## src/rtl/instr_dispatch.sv

```systemverilog
// instr_dispatch: fetches instructions into a first-word-fall-through queue,
// decodes the head opcode and issues it to one of NUM_ENG engine channels.
// Handles NOP, SYNC barrier, END and flags unknown opcodes.
module instr_dispatch #(
  parameter int INSTR_WIDTH = 64,
  parameter int FIFO_DEPTH  = 16,
  parameter int NUM_ENG     = 4,
  parameter int ADDR_WIDTH  = 16
) (
  input  logic                          clk,
  input  logic                          rst,
  input  logic                          acc_enable,
  input  logic [ADDR_WIDTH-1:0]         base_addr,
  output logic                          fetch_req,
  output logic [ADDR_WIDTH-1:0]         fetch_addr,
  input  logic [INSTR_WIDTH-1:0]        instr_in,
  input  logic                          instr_valid,
  output logic [INSTR_WIDTH-1:0]        eng_instr,
  output logic [NUM_ENG-1:0]            eng_start,
  input  logic [NUM_ENG-1:0]            eng_busy,
  output logic [$clog2(FIFO_DEPTH):0]   fifo_count,
  output logic                          busy,
  output logic                          done,
  output logic                          err_opcode
);

  localparam int PTR_W = $clog2(FIFO_DEPTH);
  localparam int CNT_W = PTR_W + 1;
  localparam logic [CNT_W-1:0] DEPTH_C = CNT_W'(FIFO_DEPTH);
  localparam logic [7:0] OP_NOP  = 8'h00;
  localparam logic [7:0] OP_SYNC = 8'hF0;
  localparam logic [7:0] OP_END  = 8'hFF;

  typedef enum logic [1:0] {S_IDLE, S_RUN, S_SYNC, S_DONE} state_t;

  state_t                  state_q, state_d;
  logic                    fetch_req_q, fetch_req_d;
  logic [ADDR_WIDTH-1:0]   fetch_addr_q, fetch_addr_d;
  logic                    outstanding_q, outstanding_d;
  logic                    end_fetched_q, end_fetched_d;
  logic                    end_pending_q, end_pending_d;
  logic [PTR_W-1:0]        wr_ptr_q, wr_ptr_d;
  logic [PTR_W-1:0]        rd_ptr_q, rd_ptr_d;
  logic [CNT_W-1:0]        count_q, count_d;
  logic [INSTR_WIDTH-1:0]  eng_instr_q, eng_instr_d;
  logic [NUM_ENG-1:0]      eng_start_q, eng_start_d;
  logic                    busy_q, busy_d;
  logic                    done_q, done_d;
  logic                    err_q, err_d;

  logic [INSTR_WIDTH-1:0]  fifo_mem [FIFO_DEPTH];

  logic [INSTR_WIDTH-1:0]  head;
  logic [7:0]              head_opc;
  logic [7:0]              in_opc;
  logic                    head_valid;
  logic [NUM_ENG-1:0]      target_vec;
  logic                    is_dispatch;
  logic                    target_free;
  logic                    push;
  logic                    pop;

  assign head       = fifo_mem[rd_ptr_q];
  assign head_opc   = head[INSTR_WIDTH-1 -: 8];
  assign in_opc     = instr_in[INSTR_WIDTH-1 -: 8];
  assign head_valid = (count_q != '0);

  // One-hot engine target of the head opcode (opcode gi+1 selects engine gi).
  for (genvar gi = 0; gi < NUM_ENG; gi++) begin : g_target
    assign target_vec[gi] = (head_opc == 8'(gi + 1));
  end

  assign is_dispatch = |target_vec;
  // An engine started last cycle stays blocked until its busy has had time to rise.
  assign target_free = ~|(target_vec & (eng_busy | eng_start_q));
  // Only a response to our own outstanding request is accepted.
  assign push = ((state_q == S_RUN) || (state_q == S_SYNC)) && acc_enable
                && outstanding_q && instr_valid;

  // Queue storage: write-only on push, no reset needed.
  always_ff @(posedge clk) begin
    if (push) fifo_mem[wr_ptr_q] <= instr_in;
  end

  // Next-state logic for the control FSM, fetcher, queue and issue port.
  always_comb begin
    state_d       = state_q;
    fetch_req_d   = 1'b0;
    fetch_addr_d  = fetch_addr_q;
    outstanding_d = outstanding_q;
    end_fetched_d = end_fetched_q;
    end_pending_d = end_pending_q;
    wr_ptr_d      = wr_ptr_q;
    rd_ptr_d      = rd_ptr_q;
    count_d       = count_q;
    eng_instr_d   = eng_instr_q;
    eng_start_d   = '0;
    err_d         = err_q;
    pop           = 1'b0;

    case (state_q)
      S_IDLE: begin
        if (acc_enable) begin
          state_d       = S_RUN;
          fetch_addr_d  = base_addr;
          wr_ptr_d      = '0;
          rd_ptr_d      = '0;
          count_d       = '0;
          err_d         = 1'b0;
          end_fetched_d = 1'b0;
          end_pending_d = 1'b0;
          outstanding_d = 1'b0;
        end
      end
      S_RUN, S_SYNC: begin
        if (!acc_enable) begin
          // Abort: drop queue contents and forget any request in flight.
          state_d       = S_IDLE;
          wr_ptr_d      = '0;
          rd_ptr_d      = '0;
          count_d       = '0;
          outstanding_d = 1'b0;
        end else begin
          if (push) begin
            wr_ptr_d      = wr_ptr_q + PTR_W'(1);
            fetch_addr_d  = fetch_addr_q + ADDR_WIDTH'(1);
            outstanding_d = 1'b0;
            if (in_opc == OP_END) end_fetched_d = 1'b1;
          end
          // A request is only made with a free slot, so a push never overflows.
          if (!outstanding_q && !end_fetched_q && (count_q < DEPTH_C)) begin
            fetch_req_d   = 1'b1;
            outstanding_d = 1'b1;
          end
          if (state_q == S_RUN) begin
            if (head_valid) begin
              if (is_dispatch) begin
                if (target_free) begin
                  pop         = 1'b1;
                  eng_start_d = target_vec;
                  eng_instr_d = head;
                end
              end else if (head_opc == OP_NOP) begin
                pop = 1'b1;
              end else if (head_opc == OP_SYNC) begin
                pop     = 1'b1;
                state_d = S_SYNC;
              end else if (head_opc == OP_END) begin
                pop           = 1'b1;
                state_d       = S_SYNC;
                end_pending_d = 1'b1;
              end else begin
                pop   = 1'b1;
                err_d = 1'b1;
              end
            end
          end else if ((eng_busy == '0) && (eng_start_q == '0)) begin
            state_d = end_pending_q ? S_DONE : S_RUN;
          end
          if (pop) rd_ptr_d = rd_ptr_q + PTR_W'(1);
          count_d = count_q + CNT_W'(push) - CNT_W'(pop);
        end
      end
      S_DONE: begin
        if (!acc_enable) state_d = S_IDLE;
      end
      default: state_d = S_IDLE;
    endcase

    busy_d = (state_d == S_RUN) || (state_d == S_SYNC);
    done_d = (state_d == S_DONE);
  end

  // State and registered outputs, synchronous active-low reset.
  always_ff @(posedge clk) begin
    if (!rst) begin
      state_q       <= S_IDLE;
      fetch_req_q   <= 1'b0;
      fetch_addr_q  <= '0;
      outstanding_q <= 1'b0;
      end_fetched_q <= 1'b0;
      end_pending_q <= 1'b0;
      wr_ptr_q      <= '0;
      rd_ptr_q      <= '0;
      count_q       <= '0;
      eng_instr_q   <= '0;
      eng_start_q   <= '0;
      busy_q        <= 1'b0;
      done_q        <= 1'b0;
      err_q         <= 1'b0;
    end else begin
      state_q       <= state_d;
      fetch_req_q   <= fetch_req_d;
      fetch_addr_q  <= fetch_addr_d;
      outstanding_q <= outstanding_d;
      end_fetched_q <= end_fetched_d;
      end_pending_q <= end_pending_d;
      wr_ptr_q      <= wr_ptr_d;
      rd_ptr_q      <= rd_ptr_d;
      count_q       <= count_d;
      eng_instr_q   <= eng_instr_d;
      eng_start_q   <= eng_start_d;
      busy_q        <= busy_d;
      done_q        <= done_d;
      err_q         <= err_d;
    end
  end

  assign fetch_req  = fetch_req_q;
  assign fetch_addr = fetch_addr_q;
  assign eng_instr  = eng_instr_q;
  assign eng_start  = eng_start_q;
  assign fifo_count = count_q;
  assign busy       = busy_q;
  assign done       = done_q;
  assign err_opcode = err_q;

endmodule

```

## config.mk

```make
export PLATFORM = sky130hd
export DESIGN_NAME = instr_dispatch
export DESIGN_NICKNAME = d
export VERILOG_FILES = /design/src/rtl/instr_dispatch.sv
export SDC_FILE = /design/constraint.sdc
export NUM_CORES = 1
export LEC_CHECK = 0
export CAP_MARGIN = 10
export CORE_MARGIN = 2
export CORE_UTILIZATION = 34
export DETAILED_ROUTE_END_ITERATION = 8
export HOLD_SLACK_MARGIN = 0.02
export PLACE_DENSITY = 0.6
export SYNTH_ARGS = -nofsm -noshare
export SYNTH_HDL_FRONTEND = slang
export SYNTH_SLANG_ARGS = --single-unit
```

## constraint.sdc

```tcl
create_clock -name clk -period 14.2 [get_ports clk]
set_input_delay 1.42 -clock clk [delete_from_list [all_inputs] [get_ports clk]]
set_output_delay 1.42 -clock clk [all_outputs]
set_load 0.05 [all_outputs]
```

# Word-level counts from Yosys, hierarchy flattened
# Memory sizes are Yosys's and may differ from the RTL's. A register that Yosys moved wholly into a read port is not among the register bits.
# Index checks and enable logic that the tools add are counted.
totals:
  ff_bits: 106
  latch_bits: 0
  mem_bits_rw: 1024
  mem_bits_ro: 0
  inputBits: 88
  word_cells: 149
  memories: 1
mem_list:
  columns: ["memory", "words", "width", "rd", "rd_clocked_by_memory_dff", "wr", "line_no", "source"]
  rows:
  - ["fifo_mem", 16, 64, 1, 1, 1, "51", "logic [INSTR_WIDTH-1:0] fifo_mem [FIFO_DEPTH];"]
op_classes:
  add_sub_neg: 5
  multipliers: 0
  div: 0
  magnitude_cmp: 1
  eq_ne: 27
  shift: 0
  n_mux: 62
  bitwise_logic: 9
  n_reduce_logical: 30
op_table:
  columns: ["operator", "n"]
  rows:
  - ["2-to-1 mux 16 bit", 3]
  - ["one-hot mux 16 bit (2 select lines)", 1]
  - ["2-to-1 mux 1 bit", 30]
  - ["2-to-1 mux 4 bit", 7]
  - ["== test 8 bit (second input constant)", 3]
  - ["2-to-1 mux 2 bit", 11]
  - ["inequality test 2 bit (second input constant)", 11]
  - ["AND reduction 9 bit", 2]
  - ["adder 16 x 1 -> 16 bit (second input constant)", 1]
  - ["== test 8 x 2 -> 1 bit (second input constant)", 2]
  - ["one-hot mux 4 bit (2 select lines)", 2]
  - ["AND reduction 3 bit", 4]
  - ["2-to-1 mux 5 bit", 2]
  - ["one-hot mux 5 bit (2 select lines)", 1]
  - ["OR reduction 10 bit", 1]
  - ["adder 4 x 1 -> 4 bit (second input constant)", 2]
  - ["== test 2 bit (second input constant)", 4]
  - ["== test 8 x 1 -> 1 bit (second input constant)", 1]
  - ["== test 8 x 3 -> 1 bit (second input constant)", 1]
  - ["logical NOT 4 bit", 2]
  - ["logical NOT 8 bit", 1]
  - ["one-hot mux 1 bit (2 select lines)", 4]
  - ["OR reduction 4 bit", 2]
  - ["inverter 1 bit", 7]
  - ["20 further kinds", 29]

# Depth between registers and ports, before layout
logic_depth:
  word_depth: 14
  ltp_mapped: 24
  ltp_nobuf: 20

# Worst setup path after synthesis
# OpenSTA, ideal clock, no wires.
synth_path:
  kind: "input-to-reg"
  start: "input port acc_enable"
  end: "memory fifo_mem[0][0], enable pin"
  setup_time_ns: 0.646
  arrival_ns: 8.309
  required_ns: 13.554
  slack_ns: 5.245
  path_stages: 5
  n_path_buf: 2
  path_cell_list: "buf_2 -> and2_1 -> clkbuf_1 -> nand3_1 -> nor4_1"
synth_via:
  elab_chain_len: 5
synth_rtl:
  columns: ["item", "line_no", "source"]
  rows:
  - ["start: declaration", "12", "input logic acc_enable,"]
  - ["logical AND 1 bit", "77", "assign push = ((state_q == S_RUN) || (state_q == S_SYNC)) && acc_enable"]
  - ["logical AND 1 bit (2 in series)", "78", "&& outstanding_q && instr_valid;"]
  - ["2-to-1 mux 1 bit", "82", "if (push) fifo_mem[wr_ptr_q] <= instr_in;"]
  - ["2-to-1 mux 1 bit (implied by the code)", "82", null]
  - ["end: declaration", "51", null]
# No other way between the ends.

==> impl_metrics.tcl <==
set metrics [dict create \
    status "finished clean" \
    die_h_um 362.5 \
    max_stage_delay_ps 1000 \
    dp_hpwl_mm 54.23 \
    clk_pin_slew_worst_paths_ps 60 \
    placed_area_um2 47350 \
    crit_top_cell "inv_1" \
    finalMaxSlewViolations 0 \
    initialDrtViolationCount 2053 \
    fin_crit_sh_pct 45.67 \
    vias_per_cell 5.231 \
    drive_above_1_share_pct 22.16 \
    tightest_slew_ps 1173 \
    grt_pass1_wl_mm 148.0 \
    synth.distinct_cells 65 \
    port_buffers 180 \
    dr.pass1.iters 5 \
    die_w_um 362.5 \
    overflow 0 \
    synth_edf_count 1024 \
    finalSetupViolCount 0 \
    cts-resized-gates 0 \
    ys.warnings.count 0 \
    worst-path-buf-inv 6 \
    nNetsFinal 2390 \
    r2r_slack_ps 7710 \
    worst-setup-path-type "reg -> reg" \
    antenna_left 0 \
    drc 0 \
    postCtsSetupRepairBufs 0 \
    max_freq_mhz 154.2 \
    root_buffer "clkbuf_16" \
    synth_seq_area_share_pct 75.41 \
    syn2layout_area_growth_pct 16.63 \
    start_util_pct 34.26 \
    ctsHoldBuffers 0 \
    power.density_nw_per_um2 131.5 \
    vias 21120 \
    syn_nets 2178 \
    final_util_pct 39.96 \
    min_path_cells 2 \
    async_flop_share_pct 0 \
    grt_max_degree 163 \
    reg2reg_to "fifo_count[4]" \
    slew_headroom_pct 21.16 \
    start_kind "flip-flop" \
    cp-end-kind "flip-flop" \
    placement_rows 131 \
    cp_max_fo 54 \
    synthFlopType "edfxtp_1" \
    clock_latency_ps 690 \
    period_minus_slack_ps 6485 \
    dieArea_um2 131400 \
    cts.sinks 1134 \
    drt_wl_total_mm 99.25 \
    avgSynthCellArea_um2 21.10 \
    cp_slowest_cell "dfxtp_4" \
    coreArea_um2 127500 \
    syn-cell-area_um2 43690 \
    clock_path_buffers 3 \
    setup_tns_ps 0 \
    grt_pass1_vias 22130 \
    reg2reg_depth 21 \
    pin_count 181 \
    cts_tree "done" \
    h-tree-depth 3 \
    path_cells "buf_4 > buf_4 > mux4_2 > mux4_2 > nor2_1 > o211ai_1 > nand3_2 > inv_1 > ha_1 > inv_1 > ha_1 > inv_1 > fa_1 > inv_1 > a21oi_1 > nor2_1 > nor2_1 > xnor2_1 > a21oi_1 > nor2b_1 > o21a_1" \
    cp_top_family "buffers and inverters" \
    holdCritPathClass "reg -> reg" \
    finalHoldViolCount 0 \
    rsz0062_at_grt "false" \
    place_congestion 0.8389 \
    detail_route.wl_per_cell_um 24.58 \
    finClkSkew_ps 41.79 \
    numCtsBuffers 111 \
    drv_cap 0 \
    final_common_cell "edfxtp_1" \
    synthCells 2071 \
    final_cell_mix "edfxtp_1 (1024), mux4_2 (308), clkdlybuf4s50_1 (179)" \
    antenna_found_initial 15 \
    hold_start "eng_instr[42]" \
    worstPathArrival_ps 7040 \
    cp.required_ps 14760 \
    vdd_drop_max_uv 99.19 \
    worstHoldEndpoint "eng_instr[42]" \
    grt_usage_pct 15.05 \
    p_leak_nw 15.71 \
    design_area_um2 50960 \
    ys_seq_elements 1134 \
]
[cells by family after synthesis]
kind of cell,Yosys count,synth area share [%]
XOR/XNOR,6,0.1203
AO/OA/AOI/OAI,105,1.546
AND/OR/NAND/NOR,291,3.193
buffers and inverters,138,1.572
adder cells (fa/ha/maj),19,0.5613
flip-flops,1134,75.41
multiplexers,378,17.59
[worst min-delay path, stage by stage, from the launching register on]
cell and delay, ps:
dfxtp_1 300, nand2_1 50, mux2i_1 50
[flip-flops by register name, indices dropped and copies added (netlist names), 2 cells and up, named ones only]
| signal | count |
|---|---|
| eng_start | 4 |
| rd_ptr_q | 4 |
| fetch_addr | 16 |
| state_q | 2 |
| fifo_mem | 1024 |
| wr_ptr_q | 4 |
| eng_instr | 64 |
| fifo_count | 5 |
[metal layers]
| metal | wire, um | track usage, % | part of all wire [%] | vias up |
|---|---|---|---|---|
| met2 | 48250 | 24.59 | 49 | 760 |
| li1 | - | - | - | 8978 |
| met5 | 96 | 0 | 0.097 | - |
| met1 | 42470 | 20.88 | 43 | 11220 |
| met3 | 6719 | 2.918 | 6.8 | 148 |
| met4 | 1715 | 3.393 | 1.7 | 16 |
[where the power goes]
part           leakage (nW)  internal, mW  switching, mW
registers              10.1          3.64        0.00754
clock network          1.74          1.66           1.25
logic                  3.87        0.0447         0.0978
[cells in the mapped netlist (all sizes together) (10+ instances only)]
| library cell | count | area (um^2) |
|---|---|---|
| a21oi | 28 | 140.1 |
| nor4 | 11 | 90.08 |
| mux4 | 311 | 7015 |
| and2 | 10 | 62.56 |
| mux2i | 66 | 660.6 |
| dfxtp | 110 | 2202 |
| nand2 | 150 | 568.0 |
| o21ai | 22 | 110.1 |
| a22oi | 18 | 140.1 |
| nand3 | 15 | 80.08 |
| and3 | 18 | 112.6 |
| clkbuf | 60 | 225.2 |
| nor2 | 38 | 142.6 |
| edfxtp | 1024 | 30750 |
| buf | 51 | 360.3 |
| inv | 26 | 97.59 |
| ha | 18 | 225.2 |
[metrics by stage]
| stage | cells | hold WS (ps) | worst slack, ps | total power [mW] |
|---|---|---|---|---|
| 2_1_floorplan | 2071 | 424.8 | 5245 | 3.774 |
| 4_1_cts | 4036 | 460.7 | 7481 | 6.762 |
| 3_3_place_gp | 3832 | 446.2 | 7448 | 3.850 |
| 6_report | 4038 | 453.9 | 7715 | 6.701 |
| 5_1_grt | 4037 | 484.8 | 6998 | 6.900 |
| 3_5_place_dp | 3832 | 452.1 | 7498 | 3.859 |
[how the worst max path moves through the flow]
| stage | startpoint | endpoint | slack (ps) | cells past startpoint |
|---|---|---|---|---|
| floorplan | acc_enable | fifo_mem[0][0] | 5250 | 5 |
| global placement | flip-flop | fifo_count[4] | 7450 | 21 |
| detailed placement | flip-flop | fifo_count[4] | 7500 | 21 |
| CTS | flip-flop | fifo_count[4] | 7480 | 21 |
| global route | flip-flop | fifo_count[4] | 7000 | 21 |
| finish | flip-flop | fifo_count[4] | 7710 | 21 |
[layout make-up]
| class | instances | area [um^2] |
|---|---|---|
| inverters | 27 | 101.3 |
| flip-flops and latches | 1134 | 32970 |
| multi-input cells | 799 | 10150 |
| fillers | 11130 | 76560 |
| clock buffers | 135 | 2868 |
| repair buffers | 210 | 2053 |
| well taps | 1662 | 2079 |
| clock inverters | 69 | 735.7 |
| diodes | 2 | 5.005 |
Note: power is estimated with default switching activity, not from simulation.
